==> src/rtl/pipe_pkg.sv <==
`default_nettype none
// ============================================================================
// Module   : pipe_pkg
// Brief    : Stage-boundary field layouts, control masks and skid FSM states.
// Revision : 1.0 - initial release
// ============================================================================
package pipe_pkg;

    typedef enum logic [1:0] {
        ST_EMPTY = 2'd0,
        ST_ONE   = 2'd1,
        ST_TWO   = 2'd2
    } skid_state_t;

    // IF/ID: PC and fetched instruction, no control fields.
    localparam int          IF_ID_W           = 64;
    localparam int          IF_ID_PC_LSB      = 0;
    localparam int          IF_ID_INSTR_LSB   = 32;
    localparam logic [63:0] IF_ID_CTRL_MASK   = '0;

    // ID/EX: bits 75..92 are reserved.
    localparam int          ID_EX_W           = 93;
    localparam int          ID_EX_A_LSB       = 0;
    localparam int          ID_EX_A_MSB       = 31;
    localparam int          ID_EX_B_LSB       = 32;
    localparam int          ID_EX_B_MSB       = 63;
    localparam int          ID_EX_WE_BIT      = 64;
    localparam int          ID_EX_ALU_LSB     = 65;
    localparam int          ID_EX_ALU_MSB     = 68;
    localparam int          ID_EX_DEST_LSB    = 69;
    localparam int          ID_EX_DEST_MSB    = 73;
    localparam int          ID_EX_CIN_BIT     = 74;
    localparam int          ID_EX_RSVD_LSB    = 75;
    localparam logic [92:0] ID_EX_CTRL_MASK   = {18'b0, 1'b1, 5'b0, 4'hF, 1'b1, 64'b0};

    // EX/MEM: result, store data, dest, then WE / MEMWR / MEMRD controls.
    localparam int          EX_MEM_W          = 72;
    localparam int          EX_MEM_RES_LSB    = 0;
    localparam int          EX_MEM_SDATA_LSB  = 32;
    localparam int          EX_MEM_DEST_LSB   = 64;
    localparam int          EX_MEM_WE_BIT     = 69;
    localparam int          EX_MEM_MEMWR_BIT  = 70;
    localparam int          EX_MEM_MEMRD_BIT  = 71;
    localparam logic [71:0] EX_MEM_CTRL_MASK  = {3'b111, 69'b0};

    // MEM/WB: writeback value, dest, WE.
    localparam int          MEM_WB_W          = 38;
    localparam int          MEM_WB_RES_LSB    = 0;
    localparam int          MEM_WB_DEST_LSB   = 32;
    localparam int          MEM_WB_WE_BIT     = 37;
    localparam logic [37:0] MEM_WB_CTRL_MASK  = {1'b1, 37'b0};

endpackage : pipe_pkg
`default_nettype wire

==> src/rtl/pipe_stage_skid.sv <==
`default_nettype none
// ============================================================================
// Module   : pipe_stage_skid
// Brief    : 2-entry elastic stage (main + skid register) with registered ready.
// Revision : 1.0 - initial release
// ============================================================================
module pipe_stage_skid
    import pipe_pkg::*;
#(
    parameter int               WIDTH     = 93,
    parameter logic [WIDTH-1:0] CTRL_MASK = '0,
    parameter logic [WIDTH-1:0] RESET_VAL = '0
) (
    input  logic             clk,
    input  logic             rst,
    input  logic             in_valid,
    output logic             in_ready,
    input  logic [WIDTH-1:0] in_data,
    input  logic             stall,
    input  logic             flush,
    output logic             out_valid,
    input  logic             out_ready,
    output logic [WIDTH-1:0] out_data,
    output logic [1:0]       occupancy
);

    skid_state_t      r_state;
    logic [WIDTH-1:0] r_main;
    logic [WIDTH-1:0] r_skid;
    logic             r_in_ready;
    logic             r_out_valid;
    logic             w_acc_in;
    logic             w_acc_out;

    assign w_acc_in  = in_valid & r_in_ready;
    assign w_acc_out = r_out_valid & out_ready & ~stall;

    // in_ready is updated alongside the state so it is low exactly in ST_TWO.
    always_ff @(posedge clk) begin
        if (rst) begin
            r_state     <= ST_EMPTY;
            r_main      <= RESET_VAL;
            r_skid      <= RESET_VAL;
            r_in_ready  <= 1'b1;
            r_out_valid <= 1'b0;
        end else if (flush) begin
            r_state     <= ST_EMPTY;
            r_main      <= r_main & ~CTRL_MASK;
            r_in_ready  <= 1'b1;
            r_out_valid <= 1'b0;
        end else begin
            case (r_state)
                ST_EMPTY: begin
                    if (w_acc_in) begin
                        r_state     <= ST_ONE;
                        r_main      <= in_data;
                        r_out_valid <= 1'b1;
                    end
                end
                ST_ONE: begin
                    if (w_acc_in && w_acc_out) begin
                        r_main <= in_data;
                    end else if (w_acc_in) begin
                        r_state    <= ST_TWO;
                        r_skid     <= in_data;
                        r_in_ready <= 1'b0;
                    end else if (w_acc_out) begin
                        r_state     <= ST_EMPTY;
                        r_main      <= r_main & ~CTRL_MASK;
                        r_out_valid <= 1'b0;
                    end
                end
                ST_TWO: begin
                    if (w_acc_out) begin
                        r_state    <= ST_ONE;
                        r_main     <= r_skid;
                        r_in_ready <= 1'b1;
                    end
                end
                default: begin
                    r_state     <= ST_EMPTY;
                    r_in_ready  <= 1'b1;
                    r_out_valid <= 1'b0;
                end
            endcase
        end
    end

    assign in_ready  = r_in_ready;
    assign out_valid = r_out_valid;
    assign out_data  = r_main;
    assign occupancy = r_state;

endmodule : pipe_stage_skid
`default_nettype wire

==> src/rtl/pipe_stage_reg.sv <==
`default_nettype none
// ============================================================================
// Module   : pipe_stage_reg
// Brief    : Generic pipeline stage register with valid, stall, flush, elastic.
// Revision : 1.0 - initial release
// ============================================================================
module pipe_stage_reg
    import pipe_pkg::*;
#(
    parameter int               WIDTH     = 93,
    parameter logic [WIDTH-1:0] CTRL_MASK = '0,
    parameter logic [WIDTH-1:0] RESET_VAL = '0,
    parameter bit               ELASTIC   = 1'b0
) (
    input  logic             clk,
    input  logic             rst,
    input  logic             in_valid,
    output logic             in_ready,
    input  logic [WIDTH-1:0] in_data,
    input  logic             stall,
    input  logic             flush,
    output logic             out_valid,
    input  logic             out_ready,
    output logic [WIDTH-1:0] out_data,
    output logic [1:0]       occupancy
);

    generate
        if (ELASTIC) begin : g_elastic
            pipe_stage_skid #(
                .WIDTH     (WIDTH),
                .CTRL_MASK (CTRL_MASK),
                .RESET_VAL (RESET_VAL)
            ) u_skid (
                .clk       (clk),
                .rst       (rst),
                .in_valid  (in_valid),
                .in_ready  (in_ready),
                .in_data   (in_data),
                .stall     (stall),
                .flush     (flush),
                .out_valid (out_valid),
                .out_ready (out_ready),
                .out_data  (out_data),
                .occupancy (occupancy)
            );
        end else begin : g_single
            logic [WIDTH-1:0] r_data;
            logic             r_valid;
            logic             w_unused_out_ready;

            // Downstream backpressure has no meaning for a plain register.
            assign w_unused_out_ready = out_ready;

            always_ff @(posedge clk) begin
                if (rst) begin
                    r_data  <= RESET_VAL;
                    r_valid <= 1'b0;
                end else if (flush) begin
                    r_data  <= r_data & ~CTRL_MASK;
                    r_valid <= 1'b0;
                end else if (!stall) begin
                    r_data  <= in_valid ? in_data : (in_data & ~CTRL_MASK);
                    r_valid <= in_valid;
                end
            end

            assign in_ready  = ~stall;
            assign out_valid = r_valid;
            assign out_data  = r_data;
            assign occupancy = {1'b0, r_valid};
        end
    endgenerate

endmodule : pipe_stage_reg
`default_nettype wire

==> config.mk <==
export PLATFORM = sky130hd
export DESIGN_NAME = pipe_stage_reg
export DESIGN_NICKNAME = d
export VERILOG_FILES = /design/src/rtl/pipe_pkg.sv /design/src/rtl/pipe_stage_skid.sv /design/src/rtl/pipe_stage_reg.sv
export SDC_FILE = /design/constraint.sdc
export NUM_CORES = 1
export LEC_CHECK = 0
export ABC_AREA = 1
export BUFFER_PORTS_ARGS = -buffer_cell sky130_fd_sc_hd__clkbuf_2
export CAP_MARGIN = 0
export CORE_MARGIN = 10
export CORE_UTILIZATION = 45
export DETAILED_ROUTE_END_ITERATION = 7
export GPL_ROUTABILITY_DRIVEN = 0
export PLACE_DENSITY = 0.82
export SLEW_MARGIN = 10
export SYNTH_ARGS = -nofsm -noshare
export SYNTH_HDL_FRONTEND = slang
export SYNTH_SLANG_ARGS = --single-unit
==> constraint.sdc <==
create_clock -name clk -period 1.2 [get_ports clk]
set_clock_uncertainty 0.1 [all_clocks]
set_input_delay 0.06 -clock clk [delete_from_list [all_inputs] [get_ports clk]]
set_output_delay 0.06 -clock clk [all_outputs]
set_load 0.01 [all_outputs]
==> results.md <==
Route:
- After detailed routing, the number of remaining DRC violations is 0.
- The routed layout has 4389 vias.
- For this block, the routed nets add up to 13.3 mm of wire.
- The count of TritonRoute iterations in the first routing pass is 4.
- The detail route stage leaves a number of antenna-violating nets equal to 0.
- The number of design-rule violations left by the first detailed-router iteration is 129.
- After detailed routing, the number of vias per cell comes to 4.43.
- The average wire per standard cell is 13.5 um.

Yosys:
- The count of different cell masters after synthesis is 12.
- Summing every instance area after synthesis gives 3840 sq um.
- The yosys synthesis warning count is 0.
- Each instance of the synthesized netlist takes up on average 6.41 sq um.
- Synthesis produced between 500 and 600 cells.
- The number of nets produced by synthesis is 698.
- Counting flops and latches in the post-synthesis netlist gives 94.
- Of the synthesized area, sequential elements account for 0.490.

Critical path:
- For this run, the slowest stage of the critical path takes 0.58 ns.
- STA classifies the critical path endpoint as an output pin.
- On the critical path the largest part of the delay comes from buffers and inverters.
- For the worst flop-to-flop path, the logic depth is 2.
- The cell count along the critical path is 4.
- In this design, the critical path's most frequently occurring cell is clkbuf_2.
- The worst path arrival time is 0.97 ns.
- The origin of the critical flop-to-flop path is out_valid$_SDFFE_PP0N_.
- The signal on the critical path passes through clkbuf_2, dlygate4sd3_1, inv_1, clkbuf_2.
- The required time at the endpoint of the critical path is 1.04 ns.
- The capturing element of the worst setup path is in_ready.
- Of all nets on the critical path, the largest fanout is 2.
- The internal reg-to-reg setup slack is ~0.40 ns.
- STA classifies the critical path startpoint as an input port.
- Together, buffers and inverters on the worst path number 4.
- The reg-to-reg critical path endpoint is out_valid$_SDFFE_PP0N_.
- The slowest library cell on the worst path is dlygate4sd3_1.
- The type of the worst setup path is in -> out.
- The worst setup path startpoint is stall.

GRT:
- The via count of the first global-routing pass was 4470.
- Entering global routing, the biggest net connects 83 pins.
- The first global-routing pass estimated 21.6 mm of wire.
- Across every metal layer, demand over resource in global routing totals 0.205.
- The total overflow reported by the global router is 0.
- The initial antenna violation count came to 3.

Timing:
- The post-layout minimum cycle time is 1.13 ns.
- The final setup violation count is 0.
- The count of pins over their slew limit is 0.
- Summed over all failing endpoints, the final setup total negative slack is 0 ns.
- The number of endpoints with negative hold slack in the final report is 0.
- The least setup slack across all paths after layout is 0.0708 ns.
- Of the available clock period, the critical path in the final layout requires 0.941.
- Timing would allow up to slightly below 0.9 GHz.
- Setup repair after global routing left no endpoint under its margin.

Pwr:
- Of the total power, combinational logic draws 0.186.
- The internal power of the cells totals around 5.7 mW.
- The leakage power is 3.50 nW.
- IR analysis of the VDD net gives a maximum drop of about 800 uV.
- In this run the power density over the cells is 1230 nW/um^2.
- The post-route total power is 7.56 mW.
- Of the total power, the clock network draws 0.359.
- The sequential group share of total power is 0.455.
- Of the total power, the share spent switching nets is 0.251.
- The analysis attributes to net switching a power of 1.90 mW.

Outcome:
- The run finished with clean final reports.

Clock network:
- The number of buffers on the longest clock path is 2.
- The clock reaches the later pin of the worst-skew pair after 0.34 ns.
- Clock-pin slew was measured on the worst setup and hold paths at roughly 0.090 ns.
- The number of gates resized after CTS was 0.
- Counting the buffers created by CTS gives 9.
- The H-tree was split into 3 levels.
- CTS saw 94 sinks.
- The TritonCTS clock tree is yes.
- The root buffer selected by CTS is clkbuf_8.

Cells and area:
- The net count of the finished layout is 976.
- In the final layout, the share of cells above drive strength 1 is 0.251.
- The total area of multi-input combinational cells is 1430 sq um.
- The final-layout fill cell count is 580.
- With fillers left out, the area of the finished cells amounts to 6170 sq um.
- The layout overhead on the synthesized area is 60.6%.
- Excluding fillers, the count of instances in the completed layout stands at about 1000.
- The area taken by flip-flops and latches is around 1900 sq um.

Place:
- Summing all placed instances gives a cell area of 4920 sq um.
- At the placement stage, the worst setup path has a slack of 0.101 ns.
- The half-perimeter wire length after detailed placement is roughly 8 mm.
- The count of input and output buffers is slightly below 200.
- The number of placed instances, taps included is 874.

Run:
- The total of max-cap violations is 0.

Floorplan:
- The floorplan step defined a die boundary enclosing 12600 sq um.
- In this run the horizontal extent of the chip is between 100 and 150 um.
- The area of the core region is slightly above 8000 sq um.
- The starting density of the core is 0.465.
- The die is roughly 110 um tall.
- The floorplan has 33 rows.
- 196 I/O pins were placed.

Hold path:
- The startpoint of the tightest hold check path is flush.
- The type of the tightest min-delay check is in -> reg.
## synthesized netlist by cell type
master / number / area share
a21oi_1: 1 / 0.0013
conb_1: 1 / 0.00098
buf_4: 8 / 0.016
nor2_1: 186 / 0.18
clkbuf_1: 4 / 0.0039
nand2_1: 188 / 0.18
or2_2: 1 / 0.0016
buf_2: 19 / 0.025
dfxtp_1: 94 / 0.49
buf_1: 1 / 0.00098
nor2_4: 1 / 0.0029
inv_1: 95 / 0.093
## placed cells by master, fill, tap and decap left out
cell type / count
clkinv_2: 1
nor2_1: 186
diode_2: 3
a21oi_1: 1
clkbuf_2: 193
nand2_1: 188
inv_2: 1
or2_2: 1
dfxtp_1: 94
inv_1: 94
clkbuf_8: 10
buf_4: 2
clkinvlp_4: 1
dlygate4sd3_1: 97
buf_12: 7
conb_1: 1
nor2_4: 1
bufinv_16: 4
## power by group through the flow
stage               Clock [mW]  Sequential [mW]  Combinational [mW]
finish                    2.72             3.44                1.41
global route              2.93             3.46                1.56
CTS                       2.79             3.43                1.36
detailed placement           0             3.51                1.11
global placement             0             3.49                1.08
floorplan                    0             3.60               0.515
## flip-flops by register name, summed over array words and instances (netlist names)
signal and cells:
out_data 93, out_valid 1
## logic make-up after synthesis
group / after synthesis / synth area share
buffers and inverters: 127 / 0.138
other: 1 / 0.000976
DFF: 94 / 0.490
and+or+nand+nor: 376 / 0.370
AOI/OAI and AO/OA: 1 / 0.00130
## cell type report
cell class                      count  area share
Antenna cell                        3     0.00122
Sequential cell                    94       0.305
Clock inverter                      6      0.0215
Clock buffer                       10      0.0223
Inverter                           95      0.0578
Timing Repair Buffer              299       0.339
Multi-Input combinational cell    378       0.232
Tap cell                          105      0.0213
## what timing repair did
| item | CTS | global route |
|---|---|---|
| hold buffers | 97 | 0 |
| buffers inserted | 0 | 0 |
| hold endpoints to repair | 94 | 0 |
## per-layer routing
metal | track usage | vias up | wire (um)
met5 | 0 | - | 0
met4 | 0.107 | 0 | 564
met3 | 0.0895 | 45 | 1340
met2 | 0.362 | 186 | 6580
met1 | 0.198 | 1919 | 4870
li1 | - | 2239 | -
## worst min path at each step
stage | to | cells after the start
2_1_floorplan | in_ready | 1
3_3_place_gp | out_valid$_SDFFE_PP0N_ | 3
3_5_place_dp | out_valid$_SDFFE_PP0N_ | 3
4_1_cts | out_data[84]$_SDFFE_PP0P_ | 5
5_1_grt | out_data[1]$_SDFFE_PP0P_ | 5
6_report | out_data[84]$_SDFFE_PP0P_ | 5
## through the flow
stage / util / hold WS [ns]
floorplan: - / 0.0710
global placement: 0.596 / 0.186
global route: 0.747 / 0.0999
CTS: 0.746 / 0.0827
detailed placement: 0.596 / 0.207
finish: 0.747 / 0.106
## worst min-delay path, cell delays in order
cell	delay, ns
clkbuf_2	0.11
nor2_4	0.05
buf_12	0.15
nor2_1	0.08
nor2_1	0.05
Note: power is estimated with default switching activity, not from simulation.
